**src/rtl/fpu_taylor_seq.sv**
```systemverilog
// fpu_taylor_seq: Horner-rule sequencer for truncated Taylor kernels.
// Walks the 1/k! coefficient ROM from the highest index down to the lowest,
// issuing acc*y + coef to the shared fused multiply-add unit for each term.
// Words are {Sign, Exp[7:0], Mant[27:0]}; ROM words carry no sign, so the
// sequencer attaches the alternating sign itself.
module fpu_taylor_seq #(
  parameter int CAddrLen = 6,
  parameter int CWordLen = 37
) (
  input  logic                AClkH,
  input  logic                AResetHN,
  input  logic                AReq,
  input  logic [CWordLen-1:0] AArg,
  input  logic [CAddrLen-1:0] AIdxHi,
  input  logic [CAddrLen-1:0] AIdxLo,
  input  logic                AStep2,
  input  logic                ANegAlt,
  output logic                ABusy,
  output logic                ARdy,
  output logic                AErr,
  output logic [CWordLen-1:0] AResult,
  output logic [CAddrLen-1:0] ACoefAddr,
  input  logic [CWordLen-2:0] ACoefData,
  output logic                AMacReq,
  output logic [CWordLen-1:0] AMacA,
  output logic [CWordLen-1:0] AMacB,
  output logic [CWordLen-1:0] AMacC,
  input  logic                AMacAck,
  input  logic                AMacVld,
  input  logic [CWordLen-1:0] AMacRes
);

  typedef enum logic [2:0] {
    ST_IDLE,
    ST_LOAD,
    ST_ISSUE,
    ST_WAIT,
    ST_DONE
  } state_t;

  state_t              r_state;
  logic [CWordLen-1:0] r_y;
  logic [CWordLen-1:0] r_acc;
  logic [CWordLen-1:0] r_result;
  logic [CAddrLen-1:0] r_addr;
  logic [CAddrLen-1:0] r_lo;
  logic                r_step2;
  logic                r_negalt;
  logic                r_par;
  logic                r_bad;
  logic                r_err;
  logic                r_busy;
  logic                r_rdy;
  logic                r_macreq;

  logic [CAddrLen-1:0] w_step;
  logic [CAddrLen:0]   w_lim;
  logic                w_last;
  logic [CAddrLen-1:0] w_addr_nxt;
  logic [CWordLen-1:0] w_coef_sgn;
  logic [1:0]          w_diff_lo;
  logic                w_req_par;
  logic                w_bad;

  // Index stride: odd/even series skip every other coefficient.
  assign w_step     = r_step2 ? CAddrLen'(2) : CAddrLen'(1);

  // The last term is reached once another step would pass below the low
  // index; compared one bit wider so lo + step cannot wrap.
  assign w_lim      = {1'b0, r_lo} + {1'b0, w_step};
  assign w_last     = ({1'b0, r_addr} < w_lim);
  assign w_addr_nxt = r_addr - w_step;

  // Coefficient with its alternating sign applied. The parity bit starts at
  // the term count's LSB so that the term at the low index comes out positive.
  assign w_coef_sgn = {r_negalt & r_par, ACoefData};

  // Only bit 0 of the term count is needed; the low two bits of hi - lo
  // depend only on the low two bits of the operands.
  assign w_diff_lo  = AIdxHi[1:0] - AIdxLo[1:0];
  assign w_req_par  = AStep2 ? w_diff_lo[1] : w_diff_lo[0];
  assign w_bad      = (AIdxHi < AIdxLo);

  assign ABusy      = r_busy;
  assign ARdy       = r_rdy;
  assign AErr       = r_err;
  assign AResult    = r_result;
  assign ACoefAddr  = r_addr;
  assign AMacReq    = r_macreq;
  assign AMacA      = r_acc;
  assign AMacB      = r_y;
  // The addend comes straight from the ROM at the current address, which is
  // frozen while the request is up, so it is as stable as the registers.
  assign AMacC      = r_macreq ? w_coef_sgn : '0;

  // Sequencer: request capture, coefficient load, MAC issue/wait, completion.
  always_ff @(posedge AClkH or negedge AResetHN) begin
    if (!AResetHN) begin
      r_state  <= ST_IDLE;
      r_y      <= '0;
      r_acc    <= '0;
      r_result <= '0;
      r_addr   <= '0;
      r_lo     <= '0;
      r_step2  <= 1'b0;
      r_negalt <= 1'b0;
      r_par    <= 1'b0;
      r_bad    <= 1'b0;
      r_err    <= 1'b0;
      r_busy   <= 1'b0;
      r_rdy    <= 1'b0;
      r_macreq <= 1'b0;
    end else begin
      r_rdy <= 1'b0;
      case (r_state)
        ST_IDLE: begin
          if (AReq) begin
            r_y      <= AArg;
            r_lo     <= AIdxLo;
            r_step2  <= AStep2;
            r_negalt <= ANegAlt;
            r_addr   <= AIdxHi;
            r_par    <= w_req_par;
            r_bad    <= w_bad;
            r_busy   <= 1'b1;
            r_state  <= w_bad ? ST_DONE : ST_LOAD;
          end
        end

        ST_LOAD: begin
          // Highest-order coefficient seeds the accumulator.
          r_acc <= w_coef_sgn;
          r_par <= ~r_par;
          if (w_last) begin
            r_state <= ST_DONE;
          end else begin
            r_addr   <= w_addr_nxt;
            r_macreq <= 1'b1;
            r_state  <= ST_ISSUE;
          end
        end

        ST_ISSUE: begin
          // Results arriving here belong to nobody and are dropped.
          if (AMacAck) begin
            r_macreq <= 1'b0;
            r_state  <= ST_WAIT;
          end
        end

        ST_WAIT: begin
          if (AMacVld) begin
            r_acc <= AMacRes;
            r_par <= ~r_par;
            if (w_last) begin
              r_state <= ST_DONE;
            end else begin
              r_addr   <= w_addr_nxt;
              r_macreq <= 1'b1;
              r_state  <= ST_ISSUE;
            end
          end
        end

        ST_DONE: begin
          r_rdy    <= 1'b1;
          r_err    <= r_bad;
          r_result <= r_bad ? '0 : r_acc;
          r_busy   <= 1'b0;
          r_state  <= ST_IDLE;
        end

        default: begin
          r_macreq <= 1'b0;
          r_busy   <= 1'b0;
          r_state  <= ST_IDLE;
        end
      endcase
    end
  end

endmodule

```
**config.mk**
```make
export PLATFORM = sky130hd
export DESIGN_NAME = fpu_taylor_seq
export DESIGN_NICKNAME = d
export VERILOG_FILES = /design/src/rtl/fpu_taylor_seq.sv
export SDC_FILE = /design/constraint.sdc
export NUM_CORES = 1
export LEC_CHECK = 0
export BUFFER_PORTS_ARGS = -buffer_cell sky130_fd_sc_hd__buf_2
export CORE_MARGIN = 5
export CORE_UTILIZATION = 49
export CTS_BUF_LIST = sky130_fd_sc_hd__clkbuf_8
export DETAILED_ROUTE_END_ITERATION = 10
export GPL_TIMING_DRIVEN = 0
export PLACE_DENSITY = 0.83
export SYNTH_ARGS = -nofsm -noshare
export SYNTH_HDL_FRONTEND = slang
export SYNTH_SLANG_ARGS = --single-unit
```
**constraint.sdc**
```tcl
create_clock -name AClkH -period 3.1 [get_ports AClkH]
set_input_delay 0.155 -clock AClkH [delete_from_list [all_inputs] [get_ports AClkH]]
set_output_delay 0.155 -clock AClkH [all_outputs]
set_load 0.01 [all_outputs]
```
==> results.json <==
{
  "grt_setup_unrepaired": "no",
  "rrSetupSlack_ns": 0.21,
  "drc": 0,
  "highest_layer": "met4",
  "layout_commonest_cell": "buf_2",
  "max-cap-violations": 0,
  "critPathBufInv": 1,
  "worstMarginPinSlew_ns": 0.642,
  "synth-seq-cells": 134,
  "wl_um": 24000,
  "vias": 6701,
  "wl_met1_um": 8550,
  "core_um2": 12700,
  "clock_skew_ns": 0.0121,
  "cts_tree": "yes",
  "cts.root.buffer_cell": "clkbuf_8",
  "period_needed_ns": 2.89,
  "fp.dieW_um": 124,
  "setup_viol": 0,
  "fin_cells": 1200,
  "clkLatencyLatePin_ns": 0.46,
  "area_delta_synth_final_pct": 49.4,
  "grt_overflow": 0,
  "diodes": 0,
  "place.gp.congestion": 0.859,
  "syn_nets": 755,
  "worstHoldPathType": "in2reg",
  "max_slew_margin_pct": 57.2,
  "worstPathMaxFanout": 12,
  "regToRegStartpoint": "r_step2$_DFFE_PN0P_",
  "first_iter_violations": 541,
  "ir_drop_mv": 0.625,
  "synth_area_um2": 6340,
  "cts_buffers": 17,
  "setup-tns-final_ns": 0,
  "antenna_found_initial": 0,
  "startpoint_type": "register",
  "finalCritPeriodShare_pct": 93.1,
  "syn-instance-count": 609,
  "final_cell_mix": "300 x buf_2, 134 x dfrtp_1, 101 x dlygate4sd3_1",
  "grt_usage_pct": 31.3,
  "grt_pass1_vias": 6945,
  "syn_avg_cell_area_um2": 10.4,
  "finalMaxSlewViolations": 0,
  "dp.cells": 1067,
  "start_util_pct": 50.0,
  "r2r_end": "ACoefAddr[4]$_DFFE_PN0P_",
  "synthFlopType": "dfrtp_1",
  "setup.worst_path.class": "reg2reg",
  "grt_pass1_wl_um": 36500,
  "grt_max_degree": 76,
  "rr_worst_depth": 12,
  "status": "finished clean",
  "final_util_pct": 74.7,
  "route.met3.wl_um": 2270,
  "hold_viol_final": 0,
  "hpwl_um": 15100,
  "die_h_um": 124,
  "power.leakage_nw": 4.63,
  "synth-edff-count": 0,
  "max_freq_mhz": 346,
  "drive_gt1_share_pct": 35.6,
  "clk_path_buf_depth": 2,
  "crit_chain": "inv_1 -> ha_1 -> fa_2 -> and3_2 -> xnor2_2 -> ha_1 -> a21o_1 -> a211oi_1 -> o21ai_1 -> and3_2 -> a21oi_1 -> a21oi_1",
  "ios": 287,
  "wl_met2_um": 12400,
  "worstSetupEndpoint": "ACoefAddr[4]$_DFFE_PN0P_",
  "numPortBuffers": 285,
  "required_ns": 3.42,
  "dpl_cell_area_um2": 8010,
  "ys_async_sr_fraction_pct": 100,
  "crit_start": "r_step2$_DFFE_PN0P_",
  "slowest_delay_ns": 0.36,
  "dr.pass1.iters": 5,
  "final_cell_area_um2": 9470,
  "cts_max_level": 4,
  "yosysSeqAreaShare_pct": 52.9,
  "wl_per_cell_um": 20.0,
  "slowest_stage": "fa_2",
  "p_per_area_nw_per_um2": 1040,
  "p_total_mw": 9.82,
  "rows": 41,
  "via_per_inst": 5.58,
  "end_kind": "register",
  "clkTransAtPathRegs_ns": 0.08,
  "layout.nets": 1161,
  "holdPathStages": 3,
  "clkSinkCount": 134,
  "cp_num_cells": 12,
  "die_area_um2": 15300,
  "path_delay_family": "adder cells",
  "ys_warn_count": 0,
  "detail-route-antenna-nets": 0,
  "synthDistinctLibCells": 39,
  "cp.arrival_ns": 3.20
}
## state kept, by name (all words and copies together) (netlist names)
| signal | count |
|---|---|
| r_step2 | 1 |
| r_lo | 6 |
| r_negalt | 1 |
| AMacReq | 1 |
| AResult | 37 |
| AMacA | 37 |
| ABusy | 1 |
| ARdy | 1 |
| r_state | 3 |
| r_par | 1 |
| AErr | 1 |
| r_bad | 1 |
| AMacB | 37 |
| ACoefAddr | 6 |
## worst min-delay path: stages
cell	delay [ns]
buf_2	0.07
o22ai_1	0.05
a21oi_1	0.14
## where the power goes
group / total [mW] / switching, mW / internal (mW)
clock network: 1.58 / 0.722 / 0.859
logic: 4.99 / 2.68 / 2.30
registers: 3.25 / 0.685 / 2.57
total: 9.82 / 4.09 / 5.73
## stage by stage
| step | worst slack [ns] | hold WS [ns] |
|---|---|---|
| after floorplan | 0.342 | -0.141 |
| after global placement | 0.00485 | 0.370 |
| after detailed placement | 0.0390 | 0.161 |
| after CTS | 0.123 | 0.0000289 |
| after global routing | 0.0806 | 0.0136 |
| final | 0.213 | 0.0179 |
## area by class of cell
type | instances | area, µm²
Inverter | 15 | 56.3
Timing Repair Buffer | 388 | 2480
Fill cell | 851 | 3200
Sequential cell | 134 | 3350
Clock inverter | 12 | 153
Buffer | 45 | 208
Multi-Input combinational cell | 414 | 2730
Tap cell | 172 | 215
Clock buffer | 20 | 275
## cells by family after synthesis
| kind of cell | Yosys count | synth area share (%) |
|---|---|---|
| adder cells (fa/ha/maj) | 17 | 3.71 |
| buffers and inverters | 61 | 4.24 |
| flip-flops | 134 | 52.9 |
| XOR/XNOR | 4 | 0.553 |
| multiplexers | 47 | 8.33 |
| AND/OR/NAND/NOR | 156 | 13.1 |
| AO/OA/AOI/OAI | 190 | 17.2 |
## how the worst min path moves through the flow
stage,from,end,slack [ns]
global route,ACoefData[17],AMacA[17]$_DFFE_PN0P_,0.01
floorplan,AResetHN,ABusy$_DFFE_PN0P_,-0.14
detailed placement,AResetHN,AResult[30]$_DFFE_PN0P_,0.16
CTS,AMacRes[29],AMacA[29]$_DFFE_PN0P_,0.00003
global placement,AArg[27],AMacB[27]$_DFFE_PN0P_,0.37
finish,AMacRes[29],AMacA[29]$_DFFE_PN0P_,0.02
## routing by layer
metal  global-route usage (%)  up-vias
li1                         -     2978
met1                     35.5     3228
met2                     56.2      430
met3                     7.49       65
met4                     13.4        0
met5                        0        -
## cells in the mapped netlist, drive strengths merged, types with 2 or more instances
cell type,n,area share (%)
a31oi,2,0.20
o21a,4,0.47
and2,36,3.6
nor2,8,0.47
nor2b,3,0.41
nor3,2,0.16
inv,15,0.89
fa,3,0.95
a211oi,4,0.47
o21ai,46,3.6
and3,4,0.39
ha,14,2.8
a21o,3,0.36
o211ai,2,0.24
xnor2,3,0.41
o22ai,74,7.3
nand3,4,0.32
buf,25,2.1
mux2,46,8.2
dfrtp,134,53
nand2b,43,4.2
a21oi,53,4.2
nand2,52,3.1
clkbuf,21,1.2
## what timing repair did
item,in CTS,in global routing
hold buffers,101,0
setup endpoints to repair,1,3
endpoints found under the hold margin,137,0
resized for setup,0,4
buffers inserted,1,0
Note: power is estimated with default switching activity, not from simulation.
